<file path="src/rtl/reload_sequencer.sv">
// Reload sequencer: buffers reload values in a small FIFO and strobes them into a
// loadable counter, priming once, then reloading each time the counter hits TERM.
module reload_sequencer #(
  parameter int unsigned       DATA_W = 4,
  parameter int unsigned       DEPTH  = 4,
  parameter logic [DATA_W-1:0] TERM   = {DATA_W{1'b1}}
) (
  input  logic                     clk,
  input  logic                     rst,
  input  logic                     in_valid,
  input  logic [DATA_W-1:0]        in_data,
  output logic                     in_ready,
  input  logic [DATA_W-1:0]        cnt_in,
  output logic                     load,
  output logic [DATA_W-1:0]        load_val,
  output logic [$clog2(DEPTH):0]   level,
  output logic                     underrun
);

  localparam int unsigned PtrW = $clog2(DEPTH);
  localparam int unsigned LvlW = PtrW + 1;

  typedef enum logic [0:0] {StIdle, StRun} state_e;

  state_e              state_q, state_d;
  logic [LvlW-1:0]     level_q, level_d;
  logic [PtrW-1:0]     wr_ptr_q, rd_ptr_q;
  logic                load_q, load_d;
  logic [DATA_W-1:0]   load_val_q, load_val_d;
  logic                underrun_q, underrun_d;
  logic [DATA_W-1:0]   mem [DEPTH];

  logic push, pop, not_empty, trigger;

  assign in_ready  = (level_q != LvlW'(DEPTH));
  assign push      = in_valid && in_ready;
  assign not_empty = (level_q != '0);
  // Gating on load_q keeps a strobe in flight from being reissued.
  assign trigger   = (cnt_in == TERM) && !load_q;

  always_comb begin
    state_d    = state_q;
    pop        = 1'b0;
    underrun_d = 1'b0;
    unique case (state_q)
      StIdle: begin
        if (not_empty) begin
          pop     = 1'b1;
          state_d = StRun;
        end
      end
      StRun: begin
        if (trigger) begin
          if (not_empty) begin
            pop = 1'b1;
          end else begin
            underrun_d = 1'b1;
          end
        end
      end
      default: state_d = StIdle;
    endcase
  end

  always_comb begin
    load_d     = pop;
    load_val_d = pop ? mem[rd_ptr_q] : load_val_q;
    level_d    = level_q + LvlW'(push) - LvlW'(pop);
  end

  always_ff @(posedge clk or negedge rst) begin
    if (!rst) begin
      state_q    <= StIdle;
      level_q    <= '0;
      wr_ptr_q   <= '0;
      rd_ptr_q   <= '0;
      load_q     <= 1'b0;
      load_val_q <= '0;
      underrun_q <= 1'b0;
    end else begin
      state_q    <= state_d;
      level_q    <= level_d;
      load_q     <= load_d;
      load_val_q <= load_val_d;
      underrun_q <= underrun_d;
      if (push) wr_ptr_q <= wr_ptr_q + PtrW'(1);
      if (pop)  rd_ptr_q <= rd_ptr_q + PtrW'(1);
    end
  end

  // Storage needs no reset: the pointers alone define which entries are live.
  always_ff @(posedge clk) begin
    if (push) mem[wr_ptr_q] <= in_data;
  end

  assign load     = load_q;
  assign load_val = load_val_q;
  assign level    = level_q;
  assign underrun = underrun_q;

endmodule
</file>
<file path="config.mk">
export PLATFORM = sky130hd
export DESIGN_NAME = reload_sequencer
export DESIGN_NICKNAME = d
export VERILOG_FILES = /design/src/rtl/reload_sequencer.sv
export SDC_FILE = /design/constraint.sdc
export NUM_CORES = 1
export LEC_CHECK = 0
export ABC_AREA = 1
export BUFFER_PORTS_ARGS = -buffer_cell sky130_fd_sc_hd__buf_2
export CAP_MARGIN = 10
export CORE_MARGIN = 4
export CORE_UTILIZATION = 40
export DETAILED_ROUTE_END_ITERATION = 7
export SLEW_MARGIN = 20
export SYNTH_ARGS = -nofsm -noshare
export SYNTH_HDL_FRONTEND = slang
export SYNTH_SLANG_ARGS = --single-unit
</file>
<file path="constraint.sdc">
create_clock -name clk -period 2.18 [get_ports clk]
set_input_delay 0.109 -clock clk [delete_from_list [all_inputs] [get_ports clk]]
set_output_delay 0.109 -clock clk [all_outputs]
set_load 0.05 [all_outputs]
</file>
---- After elaboration in Yosys (flattened, before gate mapping) ----
Memories as Yosys holds them, arrays and structs flattened. A register that Yosys moved wholly into a read port is not among the register bits.
Cells that the tools add are included.
storage, ports and cells
  register bits after elaboration ......... 10
  bits in writable memories ............... 16
  output and inout bits ................... 10
  word-level logic and storage cells ...... 28
  memories ................................ 1
cells by class
  add/subtract/negate cells ............... 4
  equality and inequality tests ........... 2
  muxes and demuxes ....................... 9
  bitwise logic cells ..................... 1
  reductions and logical operators ........ 5
memories
  memory  words  bits a word  rd ports  clocked after memory_dff  wr ports  RTL line  source
  mem     4      4            1         1                         1         31        logic [DATA_W-1:0] mem [DEPTH];
operators with widths
  cell                   number
  $mux W1                8
  $add A2 B1 Y2 const B  2
  $eq A4 B4 Y1 const B   1
  $add A3 B1 Y3          1
  $ne A3 B3 Y1 const B   1
  $reduce_bool A3 Y1     1
  $sub A3 B1 Y3          1
  $logic_and A1 B1 Y1    2
  $logic_not A1 Y1       2
  $pmux W1 S2            1
  $not A1 Y1             1

---- Longest topological paths before layout ----
  word-level depth ........................ 5
  mapped depth ............................ 12

---- Least setup slack after synthesis ----
No wires, ideal clock.
  path type ............................... flip-flop to flip-flop
  start ................................... register level_q[1], in the netlist level[1]
  end ..................................... register level_q[2], in the netlist level[2]
  arrival time ............................ 2.375 ns
  required time ........................... 2.050 ns
  setup slack ............................. -0.325 ns
  cell stages (with the launch flop) ...... 11
  path buffers ............................ 0
  cells stage by stage .................... dfrtp_1 > nor2_4 > nand2_2 > nand2_4 > ha_1 > inv_1 > ha_1 > inv_1 > fa_1 > xnor2_1 > xor2_1
between the ends
  elaborated cells on any way between the ends .. 8
  those cells by class .................... 2 x add/sub; 1 x eq/ne; 3 x mux; 2 x reduce/logical
RTL lines
  what                      RTL line  source
  start: declaration        26        logic [LvlW-1:0] level_q, level_d;
  start signal: assignment  82        level_q <= level_d;
  $ne A3 B3 Y1              35        assign in_ready = (level_q != LvlW'(DEPTH));
  net in_ready              12        output logic in_ready,
  $logic_and A1 B1 Y1       36        assign push = in_valid && in_ready;
  $add A3 B1 Y3             68        level_d = level_q + LvlW'(push) - LvlW'(pop);
  $sub A3 B1 Y3             68
  net level_d[2]            26
The timed path passes the listed nets, and every way through them passes these cells.
A chain may end at the register's enable or synchronous reset.

---- Worst setup path in the final report ----
  start ................................... register level_q[1], in the netlist level[1]
  end ..................................... register level_q[2], in the netlist level[2]
between the ends
  cells in the longest elaborated chain, start to end .. 5
  elaborated cells on any way between the ends .. 8
  those cells by class .................... 2 x add/sub; 1 x eq/ne; 3 x mux; 2 x reduce/logical
ends and longest elaborated chain
  what                  RTL line  source
  $reduce_bool A3 Y1 *  37        assign not_empty = (level_q != '0);
  $mux W1 *             47, 54
  $mux W1               53        if (trigger) begin
  $pmux W1 S2 *         45        unique case (state_q)
  net load_d            28        logic load_q, load_d;
  $sub A3 B1 Y3 *       68
  net level_d[2]        26
The timed path passes the listed nets; every way through them passes the cells marked *.

==> metrics.md <==
| Metric | Value |
|---|---|
| Endpoints failing hold | 0 |
| Post-route ant nets | 0 |
| Power Dens Cells | 1270 nW/um2 |
| Remaining max-slew budget at the tightest pin | 0.745 |
| Setup-violating endpoint count in the final report | 0 |
| IO buf count | 20 |
| Hold Slack | 0.102 ns |
| Synthesized Nets | 154 |
| First-pass GRT wire length | 3790 um |
| Post-synth top area share | 0.342 |
| Cell count of the worst reg-to-reg path | 11 |
| Max-slew violation total from the final report | 0 |
| Summed instance area of the synthesized netlist | 1410 um2 |
| Sequential share of power | 0.408 |
| Layout filler cell count | 317 |
| DRC violations left | 0 |
| GPL Wtd Cong | 0.819 |
| Launch instance of the worst register-to-register path | level[1]$_DFF_PN0_ |
| Summed area of non-filler cells in the final layout | 1730 um2 |
| Transition time of the tightest slew-check pin | 0.381 ns |
| Kind of cell adding the most delay to the critical path | adder cells |
| Top cells by area in the synthesized netlist | edfxtp_1, dfrtp_1, nand2_1 |
| Worst IR drop on VDD | 496 uV |
| Via count | 946 |
| Bufs and invs on worst path | 3 |
| Critical Path Sink Type | register |
| Horiz. Die Dim | 67.3 um |
| FF+latch count, synth | 30 |
| Min-Delay Path Depth | 3 |
| Relative area change from synthesis to final layout | 22.9% |
| Initial detailed-routing violation count | 20 |
| Setup slack on the worst flop-to-flop path | 0.12 ns |
| Critical path's largest stage delay | 0.43 ns |
| Start point of the worst hold path | cnt_in[3] |
| Sum of internal, switching and leakage power | 0.00220 W |
| Max Clock Freq | 485 MHz |
| Capture point of the worst reg-to-reg path | level[2]$_DFF_PN0_ |
| Die area | 4530 um2 |
| Height of the die | 67.3 um |
| Fin crit period | 2.06 ns |
| HPWL after DPL | 1710 um |
| Net Sw Frac | 0.445 |
| Count of antenna diodes in the layout | 0 |
| Cell-by-cell listing of the critical path | nor2_4, nand2_4, nand2_4, inv_2, ha_4, inv_1, ha_1, inv_1, fa_2, xnor2_2, xor2_1 |
| End point of the most critical hold path | underrun$_DFF_PN0_ |
| Worst clock skew | 0.00366 ns |
| Combinational cell fraction of total power | 0.457 |
| Global-route congestion overflow total | 0 |
| Core Region | 3360 um2 |
| Clock network fraction of design power | 0.134 |
| Category of the worst setup path launch point | register |
| Gr usage total | 0.119 |
| Total Wirelength | 2330 um |
| Number of H-tree levels | 2 |
| Worst hold path class | in2reg |
| Leakage power of the design | 0.863 nW |
| Initial antenna violation count | 0 |
| Internal cell power | 0.00122 W |
| Largest net degree at the start of global routing | 15 |
| Worst path arrival time | 2.27 ns |
| Share of cells above drive strength 1 | 0.289 |
| Number of global-route vias before repair | 874 |
| TritonCTS clock tree | built |
| Maximum Capacitance Violations | 0 |
| Buffer cell driving the clock tree root | clkbuf_4 |
| Clk sink count | 30 |
| Placement row count | 21 |
| Final clock period utilization by the worst path | 0.946 |
| Endpoint required time on the critical path | 2.39 ns |
| Routed wire per std cell | 10.6 um |
| Unique masters post-synth | 20 |
| Per-instance average area after synthesis | 10.3 um2 |
| Number of standard cells after synthesis | 136 |
| Library cell occupying the most area in the post-synthesis netlist | edfxtp_1 |
| Buffer depth of the longest clock path | 2 |
| Fraction of the yosys area taken by sequential cells | 0.591 |
| Run status | complete, no violations |
| Synth warnings | 0 |
| Master of the slowest instance on the critical path | dfrtp_2 |
| Sw Pwr | 0.000978 W |
| Standard cell area after detailed placement | 1590 um2 |
| Dpl ws | 0.0810 ns |
| Initial cell density of the core | 0.418 |
| Path length in cells of the critical path | 11 |
| Clock latency reported for the late side of the worst-skew pair | 0.32 ns |
| Clock slew at reported path FFs | 0.09 ns |
| Worst-case setup margin in the final layout | 0.119 ns |
| Category of the critical setup timing path | reg2reg |
| Routed via count divided by cell count | 4.32 |
| Net count of the finished layout | 190 |
| Io pins | 21 |
| First-pass detailed-route iteration total | 4 |
| Critical path peak fanout | 6 |
| Number of buffers inserted during clock tree synthesis | 5 |
kinds of logic (layout without fill, tap and decap cells):
group,Yosys count,in the layout,synth area share
and+or+nand+nor,61,61,0.203
buffers and inverters,32,69,0.0908
DFF,30,30,0.591
adders and majority gates,7,7,0.0677
AOI/OAI and AO/OA,3,3,0.0232
xor gates and xnor gates,3,3,0.0240
layer usage:
layer | GRT usage | part of all wire | routed length (um)
met1 | 0.141 | 0.46 | 1070
met2 | 0.180 | 0.47 | 1090
met3 | 0.0649 | 0.066 | 155
met4 | 0.0456 | 0.0082 | 19
met5 | 0 | 0 | 0
cells in the mapped netlist, drive strengths merged:
cell,number
a21oi,2
buf,1
dfrtp,14
edfxtp,16
fa,1
ha,6
inv,31
nand2,38
nand3,16
nor2,6
nor4,1
o21bai,1
xnor2,1
xor2,2
area by class of cell:
class,instances,area [um2],share of cell area
Tap cell,46,57.6,0.0333
Timing Repair Buffer,30,188,0.109
Clock buffer,6,41.3,0.0239
Sequential cell,30,836,0.484
Inverter,31,116,0.0674
Clock inverter,2,8.76,0.00507
Multi-Input combinational cell,74,479,0.278
worst max-delay path by stage:
stage                            start                  to  slack [ns]
detailed placement  level[1]$_DFF_PN0_  level[2]$_DFF_PN0_        0.08
global route        level[1]$_DFF_PN0_  level[2]$_DFF_PN0_       -0.01
finish              level[1]$_DFF_PN0_  level[2]$_DFF_PN0_        0.12
global placement    level[1]$_DFF_PN0_  level[2]$_DFF_PN0_        0.13
floorplan           level[1]$_DFF_PN0_  level[2]$_DFF_PN0_       -0.02
CTS                 level[1]$_DFF_PN0_  level[2]$_DFF_PN0_        0.06
power groups by stage:
| stage | combinational, W | clock, W | sequential [W] |
|---|---|---|---|
| 2_1_floorplan | 0.000528 | 0 | 0.00111 |
| 3_3_place_gp | 0.000912 | 0 | 0.000913 |
| 3_5_place_dp | 0.000925 | 0 | 0.000918 |
| 4_1_cts | 0.000938 | 0.000310 | 0.000906 |
| 5_1_grt | 0.00111 | 0.000345 | 0.000914 |
| 6_report | 0.00101 | 0.000296 | 0.000897 |
per-stage QoR:
step                TNS [ns]  cells  utilization
finish                     0    219        0.513
global route         -0.0128    219        0.513
CTS                        0    215        0.502
detailed placement         0    202        0.472
global placement           0    202        0.472
floorplan            -0.0172    136            -
worst register-to-register path, stage by stage (launching register included):
cell and delay [ns]:
dfrtp_2 0.43, nor2_4 0.19, nand2_4 0.10, nand2_4 0.10
inv_2 0.05, ha_4 0.22, inv_1 0.05, ha_1 0.13
inv_1 0.05, fa_2 0.35, xnor2_2 0.14, xor2_1 0.14
flip-flops by register name (all words and copies together), names as in the netlist:
register	flops
state_q	1
rd_ptr_q	2
mem	16
underrun	1
load	1
wr_ptr_q	2
load_val	4
level	3
cells in the final DEF, fill, tap and decap left out, types with 3 or more instances in the layout:
master,n
nand2_1,34
inv_1,28
buf_2,20
nand3_1,16
edfxtp_1,16
dfrtp_1,10
nor2_1,5
ha_1,5
clkbuf_4,5
dlygate4sd3_1,5
buf_4,5
nand2_4,4
dfrtp_2,4
inv_2,3
timing repair:
action                                  4_1_cts  5_1_grt
hold endpoints to repair                     30        0
endpoints found under the setup margin        0        1
setup buffers                                 0        4
gates resized for setup                       0        2
hold buffers                                  5        0
(Power assumes the default switching activity.)
